**config.mk**
```make
export PLATFORM = sky130hd
export DESIGN_NAME = processor_window_scheduler
export DESIGN_NICKNAME = d
export VERILOG_FILES = /design/src/rtl/processor_window_scheduler_pkg.sv /design/src/rtl/processor_window_scheduler_walker.sv /design/src/rtl/processor_window_scheduler.sv
export SDC_FILE = /design/constraint.sdc
export NUM_CORES = 1
export LEC_CHECK = 0
export BUFFER_PORTS_ARGS = -buffer_cell sky130_fd_sc_hd__buf_2
export CAP_MARGIN = 20
export CORE_MARGIN = 4
export CORE_UTILIZATION = 45
export DETAILED_ROUTE_END_ITERATION = 16
export PLACE_DENSITY = 0.67
export SYNTH_ARGS = -nofsm -noshare
export SYNTH_HDL_FRONTEND = slang
export SYNTH_SLANG_ARGS = --single-unit
```
**constraint.sdc**
```tcl
create_clock -name clk -period 3.6 [get_ports clk]
set_input_delay 0.18 -clock clk [delete_from_list [all_inputs] [get_ports clk]]
set_output_delay 0.18 -clock clk [all_outputs]
set_load 0.02 [all_outputs]
```
**src/rtl/processor_window_scheduler_pkg.sv**
```systemverilog
// Shared types for the Haar-cascade window scheduler: window origin record,
// loader and detector state encodings, and a small buffer-half helper.
package processor_window_scheduler_pkg;

    localparam int ROW_BITS_DEF   = 9;
    localparam int COL_BITS_DEF   = 9;
    localparam int SCALE_BITS_DEF = 4;
    localparam int STAGE_BITS_DEF = 5;

    typedef struct packed {
        logic [ROW_BITS_DEF-1:0]   x;
        logic [COL_BITS_DEF-1:0]   y;
        logic [SCALE_BITS_DEF-1:0] scale;
    } window_pos_t;

    typedef enum logic [1:0] {
        L_IDLE = 2'd0,
        L_REQ  = 2'd1,
        L_FULL = 2'd2
    } load_state_t;

    typedef enum logic [2:0] {
        D_IDLE  = 3'd0,
        D_VAR   = 3'd1,
        D_WAITV = 3'd2,
        D_DET   = 3'd3,
        D_WAITD = 3'd4,
        D_RES   = 3'd5
    } det_state_t;

    function automatic logic other_half(input logic half);
        return ~half;
    endfunction

endpackage

```
**src/rtl/processor_window_scheduler_walker.sv**
```systemverilog
// Window origin walker: x fastest, then y, then scale. Wrap tests use one extra
// bit so a stride past the top of the coordinate range cannot alias back to 0.
module window_pos_walker #(
    parameter int ROW_BITS   = 9,
    parameter int COL_BITS   = 9,
    parameter int SCALE_BITS = 4,
    parameter int STEP       = 1
) (
    input  logic                  clk,
    input  logic                  rst_n,
    input  logic                  clear,
    input  logic                  advance,
    input  logic [ROW_BITS-1:0]   max_x,
    input  logic [COL_BITS-1:0]   max_y,
    input  logic [SCALE_BITS-1:0] num_scales,
    output logic [ROW_BITS-1:0]   x,
    output logic [COL_BITS-1:0]   y,
    output logic [SCALE_BITS-1:0] scale,
    output logic                  last
);

    logic [ROW_BITS-1:0]   x_r;
    logic [COL_BITS-1:0]   y_r;
    logic [SCALE_BITS-1:0] scale_r;
    logic [ROW_BITS:0]     x_next_s;
    logic [COL_BITS:0]     y_next_s;
    logic                  x_wrap_s;
    logic                  y_wrap_s;
    logic                  scale_last_s;

    // Next-position arithmetic and wrap detection
    always_comb begin
        x_next_s     = {1'b0, x_r} + (ROW_BITS+1)'(STEP);
        y_next_s     = {1'b0, y_r} + (COL_BITS+1)'(STEP);
        x_wrap_s     = (x_next_s > {1'b0, max_x});
        y_wrap_s     = (y_next_s > {1'b0, max_y});
        scale_last_s = (scale_r == (num_scales - SCALE_BITS'(1)));
    end

    // Position counters
    always_ff @(posedge clk) begin
        if (!rst_n || clear) begin
            x_r     <= {ROW_BITS{1'b0}};
            y_r     <= {COL_BITS{1'b0}};
            scale_r <= {SCALE_BITS{1'b0}};
        end else if (advance) begin
            if (x_wrap_s) begin
                x_r <= {ROW_BITS{1'b0}};
                if (y_wrap_s) begin
                    y_r     <= {COL_BITS{1'b0}};
                    scale_r <= scale_r + SCALE_BITS'(1);
                end else begin
                    y_r <= y_next_s[COL_BITS-1:0];
                end
            end else begin
                x_r <= x_next_s[ROW_BITS-1:0];
            end
        end
    end

    assign x     = x_r;
    assign y     = y_r;
    assign scale = scale_r;
    assign last  = x_wrap_s & y_wrap_s & scale_last_s;

endmodule

```
**src/rtl/processor_window_scheduler.sv**
```systemverilog
// Frame-level sequencer for the cascade processor: loads the idle cache half
// while the other half runs variance + detection, and returns one result per window.
module processor_window_scheduler
    import processor_window_scheduler_pkg::*;
#(
    parameter int ROW_BITS   = 9,
    parameter int COL_BITS   = 9,
    parameter int SCALE_BITS = 4,
    parameter int STAGE_BITS = 5,
    parameter int STEP       = 1
) (
    input  logic                  clk,
    input  logic                  rst_n,
    input  logic                  frame_start,
    input  logic [ROW_BITS-1:0]   cfg_max_x,
    input  logic [COL_BITS-1:0]   cfg_max_y,
    input  logic [SCALE_BITS-1:0] cfg_num_scales,
    input  logic [STAGE_BITS-1:0] cfg_num_stages,
    output logic                  busy,
    output logic                  frame_done,
    output logic                  load_req,
    output logic                  load_buf,
    output logic [ROW_BITS-1:0]   load_x,
    output logic [COL_BITS-1:0]   load_y,
    output logic [SCALE_BITS-1:0] load_scale,
    input  logic                  load_ack,
    output logic                  var_start,
    input  logic                  var_ready,
    output logic                  det_start,
    output logic                  det_dbl_buf,
    output logic [STAGE_BITS-1:0] det_num_stages,
    input  logic                  det_done,
    input  logic                  det_passfail,
    output logic                  res_valid,
    output logic                  res_passfail,
    output logic [ROW_BITS-1:0]   res_x,
    output logic [COL_BITS-1:0]   res_y,
    output logic [SCALE_BITS-1:0] res_scale,
    input  logic                  res_taken
);

    load_state_t l_state_r, l_next_s;
    det_state_t  d_state_r, d_next_s;

    logic                  busy_r, frame_done_r, buf_ptr_r, all_loaded_r;
    logic                  det_buf_r, det_last_r;
    logic [ROW_BITS-1:0]   max_x_r, det_x_r, res_x_r;
    logic [COL_BITS-1:0]   max_y_r, det_y_r, res_y_r;
    logic [SCALE_BITS-1:0] num_scales_r, det_scale_r, res_scale_r;
    logic [STAGE_BITS-1:0] num_stages_r;
    logic                  res_valid_r, res_passfail_r;

    logic                  accept_s, claim_s, last_taken_s;
    logic [ROW_BITS-1:0]   pos_x_s;
    logic [COL_BITS-1:0]   pos_y_s;
    logic [SCALE_BITS-1:0] pos_scale_s;
    logic                  pos_last_s;

    assign accept_s     = frame_start & ~busy_r;
    // The detector takes the freshly loaded half only when it is idle; that
    // hand-over is also what frees the loader for the other half.
    assign claim_s      = busy_r & (l_state_r == L_FULL) & (d_state_r == D_IDLE);
    assign last_taken_s = (d_state_r == D_RES) & res_taken & det_last_r;

    window_pos_walker #(
        .ROW_BITS   (ROW_BITS),
        .COL_BITS   (COL_BITS),
        .SCALE_BITS (SCALE_BITS),
        .STEP       (STEP)
    ) u_walker (
        .clk        (clk),
        .rst_n      (rst_n),
        .clear      (accept_s),
        .advance    (claim_s & ~pos_last_s),
        .max_x      (max_x_r),
        .max_y      (max_y_r),
        .num_scales (num_scales_r),
        .x          (pos_x_s),
        .y          (pos_y_s),
        .scale      (pos_scale_s),
        .last       (pos_last_s)
    );

    // Frame acceptance, configuration latch and completion pulse
    always_ff @(posedge clk) begin
        if (!rst_n) begin
            busy_r       <= 1'b0;
            frame_done_r <= 1'b0;
            max_x_r      <= {ROW_BITS{1'b0}};
            max_y_r      <= {COL_BITS{1'b0}};
            num_scales_r <= {SCALE_BITS{1'b0}};
            num_stages_r <= {STAGE_BITS{1'b0}};
        end else begin
            frame_done_r <= 1'b0;
            if (accept_s) begin
                max_x_r      <= cfg_max_x;
                max_y_r      <= cfg_max_y;
                num_scales_r <= cfg_num_scales;
                num_stages_r <= cfg_num_stages;
                if (cfg_num_scales == {SCALE_BITS{1'b0}}) begin
                    frame_done_r <= 1'b1;
                end else begin
                    busy_r <= 1'b1;
                end
            end else if (last_taken_s) begin
                busy_r       <= 1'b0;
                frame_done_r <= 1'b1;
            end
        end
    end

    // FSM state registers
    always_ff @(posedge clk) begin
        if (!rst_n) begin
            l_state_r <= L_IDLE;
            d_state_r <= D_IDLE;
        end else begin
            l_state_r <= l_next_s;
            d_state_r <= d_next_s;
        end
    end

    // Loader next-state
    always_comb begin
        l_next_s = l_state_r;
        case (l_state_r)
            L_IDLE: begin
                if (busy_r && !all_loaded_r) l_next_s = L_REQ;
                else                         l_next_s = L_IDLE;
            end
            L_REQ: begin
                if (load_ack) l_next_s = L_FULL;
                else          l_next_s = L_REQ;
            end
            L_FULL: begin
                if (claim_s) l_next_s = pos_last_s ? L_IDLE : L_REQ;
                else         l_next_s = L_FULL;
            end
            default: l_next_s = L_IDLE;
        endcase
    end

    // Detector next-state; start pulses last exactly one cycle in D_VAR / D_DET
    always_comb begin
        d_next_s = d_state_r;
        case (d_state_r)
            D_IDLE: begin
                if (claim_s) d_next_s = D_VAR;
                else         d_next_s = D_IDLE;
            end
            D_VAR:   d_next_s = D_WAITV;
            D_WAITV: begin
                if (var_ready) d_next_s = D_DET;
                else           d_next_s = D_WAITV;
            end
            D_DET:   d_next_s = D_WAITD;
            D_WAITD: begin
                if (det_done) d_next_s = D_RES;
                else          d_next_s = D_WAITD;
            end
            D_RES: begin
                if (res_taken) d_next_s = D_IDLE;
                else           d_next_s = D_RES;
            end
            default: d_next_s = D_IDLE;
        endcase
    end

    // Buffer pointer, claimed-window record and result holding registers
    always_ff @(posedge clk) begin
        if (!rst_n) begin
            buf_ptr_r      <= 1'b0;
            all_loaded_r   <= 1'b0;
            det_buf_r      <= 1'b0;
            det_last_r     <= 1'b0;
            det_x_r        <= {ROW_BITS{1'b0}};
            det_y_r        <= {COL_BITS{1'b0}};
            det_scale_r    <= {SCALE_BITS{1'b0}};
            res_valid_r    <= 1'b0;
            res_passfail_r <= 1'b0;
            res_x_r        <= {ROW_BITS{1'b0}};
            res_y_r        <= {COL_BITS{1'b0}};
            res_scale_r    <= {SCALE_BITS{1'b0}};
        end else begin
            if (accept_s) begin
                buf_ptr_r    <= 1'b0;
                all_loaded_r <= 1'b0;
            end else if (claim_s) begin
                buf_ptr_r    <= other_half(buf_ptr_r);
                all_loaded_r <= pos_last_s;
                det_buf_r    <= buf_ptr_r;
                det_last_r   <= pos_last_s;
                det_x_r      <= pos_x_s;
                det_y_r      <= pos_y_s;
                det_scale_r  <= pos_scale_s;
            end
            if (d_state_r == D_WAITD && det_done) begin
                res_valid_r    <= 1'b1;
                res_passfail_r <= det_passfail;
                res_x_r        <= det_x_r;
                res_y_r        <= det_y_r;
                res_scale_r    <= det_scale_r;
            end else if (d_state_r == D_RES && res_taken) begin
                res_valid_r <= 1'b0;
            end
        end
    end

    assign busy           = busy_r;
    assign frame_done     = frame_done_r;
    assign load_req       = (l_state_r == L_REQ);
    assign load_buf       = buf_ptr_r;
    assign load_x         = pos_x_s;
    assign load_y         = pos_y_s;
    assign load_scale     = pos_scale_s;
    assign var_start      = (d_state_r == D_VAR);
    assign det_start      = (d_state_r == D_DET);
    assign det_dbl_buf    = det_buf_r;
    assign det_num_stages = num_stages_r;
    assign res_valid      = res_valid_r;
    assign res_passfail   = res_passfail_r;
    assign res_x          = res_x_r;
    assign res_y          = res_y_r;
    assign res_scale      = res_scale_r;

endmodule
```
==> results.ini, run 1 <==
[timing]
fin_tns_setup_ns = 0
drv_slew = 0
fin_crit_ns = 3.31
tightest_slew_ns = 0.730
finalSetupViolations = 0
period_share = 0.920
hold_viol_final = 0
clock.fmax_mhz = 302
grt_setup_unrepaired = false
hold_ws_ns = 0.0780
relSlewSlack = 0.512
fin_skew_ns = 0.00904

[placement]
gp_congestion = 0.914
dp_hpwl_um = 8580
dp.cells = 824
io_buffers = 92
place_area_mm2 = 0.00565

[synthesis]
syn-num-nets = 680
synth_xor_area_frac = 0.0344
synthMuxAreaShare = 0.00982
ys.flop_type = dfxtp_1
synth-edff-count = 0
synth-compound-area-share = 0.195
yosys.area_share.simple = 0.240
yosysSeqAreaShare = 0.416
ys_ff_latch = 106
ys_async_sr_fraction = 0
synth_cells = 623
avgSynthCellArea_um2 = 8.18
synth.cell_area_mm2 = 0.00510
yosys_warnings = 0
synth-adder-area-share = 0.0540
synth_top_family_by_area = simple AND/OR/NAND/NOR gates
synth_cell_types = 53

[critical_path]
rrSetupSlack_ns = 0.29
reg2reg_depth = 12
cp_data_required_time_ns = 3.81
crit_arrival_ns = 3.53
critical-path-max-stage-delay_ns = 0.44
crit_chain = ha_1 -> nand3_1 -> inv_1 -> nand3_1 -> xnor2_1 -> ha_1 -> or3_1 -> a21oi_1 -> a21oi_1 -> a21oi_2 -> a211o_1 -> o21ai_0
rr_startpoint = u_walker.y[1]
crit_path_end_kind = flip-flop
crit_path_start_kind = flip-flop
worstSetupPathType = flip-flop to flip-flop
critPathMaxFanout = 10
r2r_end = u_walker.x[1]
critical_path.slowest_cell = dfxtp_1

[route]
drc = 0
drt-wirelength-per-cell_um = 14.4
finalWirelength_um = 12100
drt_iter0_markers = 344
first_pass_iters = 5
postRouteAntennaNets = 0
vias_per_cell = 5.21
vias = 4380

[power]
p_per_area_mw_per_mm2 = 409
power.leakage_uw = 0.00241
irDropWorstVdd_mv = 0.207

[floorplanning]
start_util = 0.464
core_mm2 = 0.0110
fp.dieArea_mm2 = 0.0131
rows = 38
pin_count = 93
die_x_um = 114
die_y_um = 114

[worst_hold_path]
min-delay-start = cfg_max_y[5]
whs_path_depth = 3
min_to = max_y_r[5]
min_path_type = input pin to flip-flop

[clock_network]
clk_pin_slew_ns = 0.07
cts_tree = done
cts_sinks = 106
htree_levels = 3
cts_buffers = 9
clockRootBuffer = clkbuf_16
clk_latency_ns = 0.34
cts_buffer_depth = 2

[final_layout]
nets = 752
layout_commonest_cell = nand2_1
nFillCells = 1047
mostFrequentLayoutCells = nand2_1, dfxtp_1, buf_2
fin_area_mm2 = 0.00598
area_growth_syn_to_layout_pct = 17.3
fin_cells = 840
antennaDiodeCount = 0
drive_above_1_share = 0.190

[grt]
grt_use_total = 0.186
grt_max_degree = 66
grt-ovfl-total = 0
antenna_found_initial = 0
grt_pass1_vias = 4175
grt_pass1_wl_um = 20000

[job]
maxCapViolations = 0

[outcome]
status = finished clean

==> sequential cells by signal, indices dropped and copies added, names as in the netlist, 2 cells and up <==
register	flops
det_x_r	9
l_state_r	2
d_state_r	3
det_y_r	9
max_y_r	9
u_walker.x	9
num_scales_r	4
res_x	9
res_scale	4
res_y	9
u_walker.y	9
det_scale_r	4
max_x_r	9
det_num_stages	5
u_walker.scale	4
==> critical path, delay by kind of cell, from the launching register on <==
family / cells / cell delay (ns)
compound gates: 5 / 1.20
fa+ha+maj: 2 / 0.53
simple gates: 3 / 0.64
buf+inv: 1 / 0.12
flops: 1 / 0.44
xor+xnor: 1 / 0.24
==> final cells by class <==
| cell class | count | area (um^2) | area share |
|---|---|---|---|
| multi-input combinational | 451 | 2740 | 0.459 |
| inverter | 25 | 93.8 | 0.0157 |
| timing repair buffer | 102 | 536 | 0.0896 |
| clock inverter | 6 | 71.3 | 0.0119 |
| tap | 140 | 175 | 0.0293 |
| clock buffer | 10 | 239 | 0.0400 |
| sequential | 106 | 2120 | 0.355 |
==> Yosys cell counts, types with 3 or more instances <==
cell | n | area [um^2]
ha_1 | 22 | 275
buf_2 | 8 | 40.0
a21boi_0 | 74 | 556
and3_1 | 6 | 37.5
nor2_1 | 10 | 37.5
xor2_1 | 3 | 26.3
nand2_1 | 184 | 691
clkbuf_1 | 32 | 120
nor3b_1 | 6 | 45.0
dfxtp_1 | 106 | 2120
a21o_1 | 4 | 30.0
nand3_1 | 15 | 75.1
a32oi_1 | 3 | 26.3
nand4_1 | 9 | 56.3
o21ai_0 | 10 | 50.1
or3_1 | 6 | 37.5
nand2b_1 | 6 | 37.5
a21oi_1 | 13 | 65.1
a2bb2oi_1 | 4 | 35.0
nor2b_1 | 6 | 37.5
mux2i_1 | 5 | 50.1
o22ai_1 | 7 | 43.8
inv_1 | 25 | 93.8
xnor2_1 | 17 | 149
==> report_power, final <==
part | internal, uW | switching, uW
Sequential | 1190 | 15.5
Clock | 566 | 445
Combinational | 87.8 | 140
==> cells by family (layout without fill, tap and decap cells) <==
kind of cell | Yosys count | count (layout)
adders and majority gates | 22 | 22
buffers and inverters | 66 | 143
and+or+nand+nor | 267 | 267
muxes | 5 | 5
xor gates and xnor gates | 20 | 20
DFF | 106 | 106
AOI/OAI and AO/OA | 137 | 137
==> worst max path at each step <==
stage,startpoint,end,slack (ns),depth (start not counted)
floorplan,u_walker.x[0],u_walker.y[2],0.59,13
global placement,u_walker.x[0],u_walker.y[1],0.36,11
detailed placement,u_walker.x[0],u_walker.y[0],0.13,11
CTS,u_walker.x[0],u_walker.y[6],0.05,11
global route,u_walker.x[0],u_walker.y[4],0.06,10
finish,u_walker.y[1],u_walker.x[1],0.29,12
==> routing by layer <==
metal / global-route usage / up-vias / wire [um]
met2: 0.291 / 122 / 5310
met3: 0.0396 / 20 / 712
li1: - / 2256 / -
met4: 0.0586 / 0 / 164
met1: 0.256 / 1982 / 5910
met5: 0 / - / 0
==> what timing repair did <==
item | 4_1_cts | 5_1_grt
gates resized for setup | 0 | 3
buffers inserted | 0 | 0
endpoints found under the hold margin | 0 | 0
hold buffers | 0 | 0
endpoints found under the setup margin | 0 | 14
==> metrics by stage <==
step	utilization	power (uW)	setup slack, ns
floorplan	-	1390	0.591
global placement	0.514	1450	0.363
detailed placement	0.514	1460	0.132
CTS	0.542	2470	0.0512
global route	0.544	2550	0.0627
finish	0.544	2450	0.288
Power figures use the tool's default switching activity.
==> run 2: changes to the inputs <==
--- a/config.mk
+++ b/config.mk
@@ -7,10 +7,12 @@
 export LEC_CHECK = 0
 export BUFFER_PORTS_ARGS = -buffer_cell sky130_fd_sc_hd__buf_2
 export CAP_MARGIN = 20
+export CELL_PAD_IN_SITES_DETAIL_PLACEMENT = 0
+export CELL_PAD_IN_SITES_GLOBAL_PLACEMENT = 1
 export CORE_MARGIN = 4
-export CORE_UTILIZATION = 45
+export CORE_UTILIZATION = 41
 export DETAILED_ROUTE_END_ITERATION = 16
-export PLACE_DENSITY = 0.67
+export PLACE_DENSITY_LB_ADDON = 0.1
 export SYNTH_ARGS = -nofsm -noshare
 export SYNTH_HDL_FRONTEND = slang
 export SYNTH_SLANG_ARGS = --single-unit
==> results.ini, run 2 (synthesis results as in run 1) <==
[outcome]
status = finished clean

[route]
drt_iter0_markers = 255  ; -26%
drc = 0  ; unchanged
finalWirelength_um = 12700  ; +4.9%
postRouteAntennaNets = 0  ; unchanged
vias_per_cell = 5.00  ; -4.1%
first_pass_iters = 4  ; -1
vias = 4360  ; -0.46%
drt-wirelength-per-cell_um = 14.6  ; +1.1%

[grt]
use_met3 = 0.0457  ; +0.00607
busiest_layer = met1
grt_use_met2 = 0.262  ; -0.0290
grt_pass1_vias = 4124  ; -1.2%
grt-ovfl-total = 0  ; unchanged
grt_max_degree = 84  ; +27%
grt_pass1_wl_um = 21100  ; +5.5%
grt_use_total = 0.181  ; -0.00524
gr-usage-met1 = 0.266  ; +0.0102
antenna_found_initial = 0  ; unchanged

[critical_path]
cp_data_required_time_ns = 3.87  ; +0.06 ns
critical-path-max-stage-delay_ns = 0.51  ; +0.07 ns
cp_top_family = simple AND/OR/NAND/NOR gates
r2r_end = all_loaded_r
critPathMaxFanout = 13  ; +3
reg2reg_depth = 12  ; unchanged
crit_path_start_kind = flip-flop
crit_path_end_kind = flip-flop
crit_arrival_ns = 3.64  ; +0.11 ns
crit_buf_inv = 1  ; unchanged
crit_chain = ha_1 -> and3_1 -> nand3_1 -> xnor2_1 -> ha_1 -> nand3_1 -> nor2_1 -> a32oi_2 -> a21oi_4 -> buf_4 -> or4b_1 -> a21oi_1
rrSetupSlack_ns = 0.23  ; -0.05 ns
worstSetupPathType = flip-flop to flip-flop
critical_path.slowest_cell = or4b_1
rr_startpoint = u_walker.x[0]

[worst_hold_path]
min_path_type = input pin to flip-flop
whs_path_depth = 3  ; unchanged
min_to = det_num_stages[1]
min-delay-start = cfg_num_stages[1]

[final_layout]
layout_commonest_cell = nand2_1
antennaDiodeCount = 0  ; unchanged
nFillCells = 1243  ; +19%
area_growth_syn_to_layout_pct = 17.6
mostFrequentLayoutCells = nand2_1, dfxtp_1, buf_2
fin_area_mm2 = 0.00600  ; +0.29%
nets = 756  ; +0.53%
drive_above_1_share = 0.190  ; +0.000341

[placement]
dp_hpwl_um = 8980  ; +4.6%
gp_congestion = 0.892  ; -2.4%
place_area_mm2 = 0.00571  ; +1.2%
io_buffers = 92  ; unchanged
dp_slack_ns = 0.0461  ; -0.0860 ns

[timing]
fin_skew_ns = 0.00447  ; -0.00458 ns
worst_slack_ns = 0.233  ; -0.0543 ns
clock.fmax_mhz = 297  ; -1.6%
finalSetupViolations = 0  ; unchanged
period_share = 0.935  ; +0.0151
hold_viol_final = 0  ; unchanged
drv_slew = 0  ; unchanged
relSlewSlack = 0.527  ; +0.0153
grt_setup_unrepaired = false
hold_ws_ns = 0.0753  ; -0.00275 ns
fin_tns_setup_ns = 0  ; unchanged
tightest_slew_ns = 0.709  ; -0.0207 ns
fin_crit_ns = 3.37  ; +0.0543 ns

[clock_network]
cts_sinks = 106  ; unchanged
cts_setup_buffers = 0  ; unchanged
cts_buffers = 9  ; unchanged
clockRootBuffer = clkbuf_16
clk_latency_ns = 0.35  ; about the same
cts_tree = done
htree_levels = 3  ; unchanged
clk_pin_slew_ns = 0.07  ; about the same
cts_buffer_depth = 2  ; unchanged

[floorplanning]
rows = 40  ; +5.3%
core_mm2 = 0.0121  ; +10%
die_x_um = 120  ; +4.4%
die_y_um = 120  ; +4.4%
fp.dieArea_mm2 = 0.0143  ; +9.1%
start_util = 0.421  ; -0.0432
pin_count = 93  ; unchanged

[power]
irDropWorstVdd_mv = 0.176  ; -15%
power_uw = 2350  ; -4.0%
p_per_area_mw_per_mm2 = 392  ; -4.3%
power.leakage_uw = 0.00240  ; -0.17%

[job]
maxCapViolations = 0  ; unchanged

[run 2: changes by cell type in the layout (fill, tap and decap cells not counted), sizes merged]
cell    change
buf         +4
bufinv      -1
clkbuf      +2
inv         -1
[run 2: cell type report]
type	instances	area, um^2	share of cell area
flip-flops and latches	106	2120	0.354
multi-input cells	451	2740	0.457
clock inverters	4	26.3	0.00438
well taps	168	210	0.0351
repair buffers	106	566	0.0943
clock buffers	12	236	0.0394
inverters	25	93.8	0.0156
[run 2: per-layer routing]
metal	vias up	routed length (um)
met1	1987	6610
met3	10	648
met2	103	5320
met4	0	119
li1	2260	-
met5	-	0
[run 2: repair_timing]
item | in CTS | in global routing
resized for setup | 1 | 2
cloned | 0 | 0
pin swaps | 0 | 1
endpoints found under the setup margin | 1 | 14
hold buffers | 0 | 0
[run 2: worst max path at each step]
| stage | slack, ns | start | cells after the start | end |
|---|---|---|---|---|
| 2_1_floorplan | 0.59 | u_walker.x[0] | 13 | u_walker.y[2] |
| 3_3_place_gp | 0.18 | u_walker.x[0] | 12 | u_walker.y[0] |
| 3_5_place_dp | 0.05 | u_walker.x[0] | 12 | u_walker.y[7] |
| 4_1_cts | 0.17 | u_walker.x[0] | 12 | u_walker.y[7] |
| 5_1_grt | 0.008 | u_walker.x[0] | 12 | all_loaded_r |
| 6_report | 0.23 | u_walker.x[0] | 12 | all_loaded_r |
[run 2: metrics by stage]
stage          utilization  std cells
2_1_floorplan            -        623
3_3_place_gp         0.472        856
3_5_place_dp         0.472        856
4_1_cts              0.494        872
5_1_grt              0.495        872
6_report             0.495        872
[run 2: power breakdown]
group / switching (uW) / internal [uW]
Sequential: 16.5 / 1190
Combinational: 142 / 93.3
Clock: 433 / 471
[run 2: tightest hold or removal path: cells and delay by family]
kind                   cells  cell delay [ns]
buffers and inverters      1             0.10
AND/OR/NAND/NOR            1             0.04
AO/OA/AOI/OAI              1             0.06
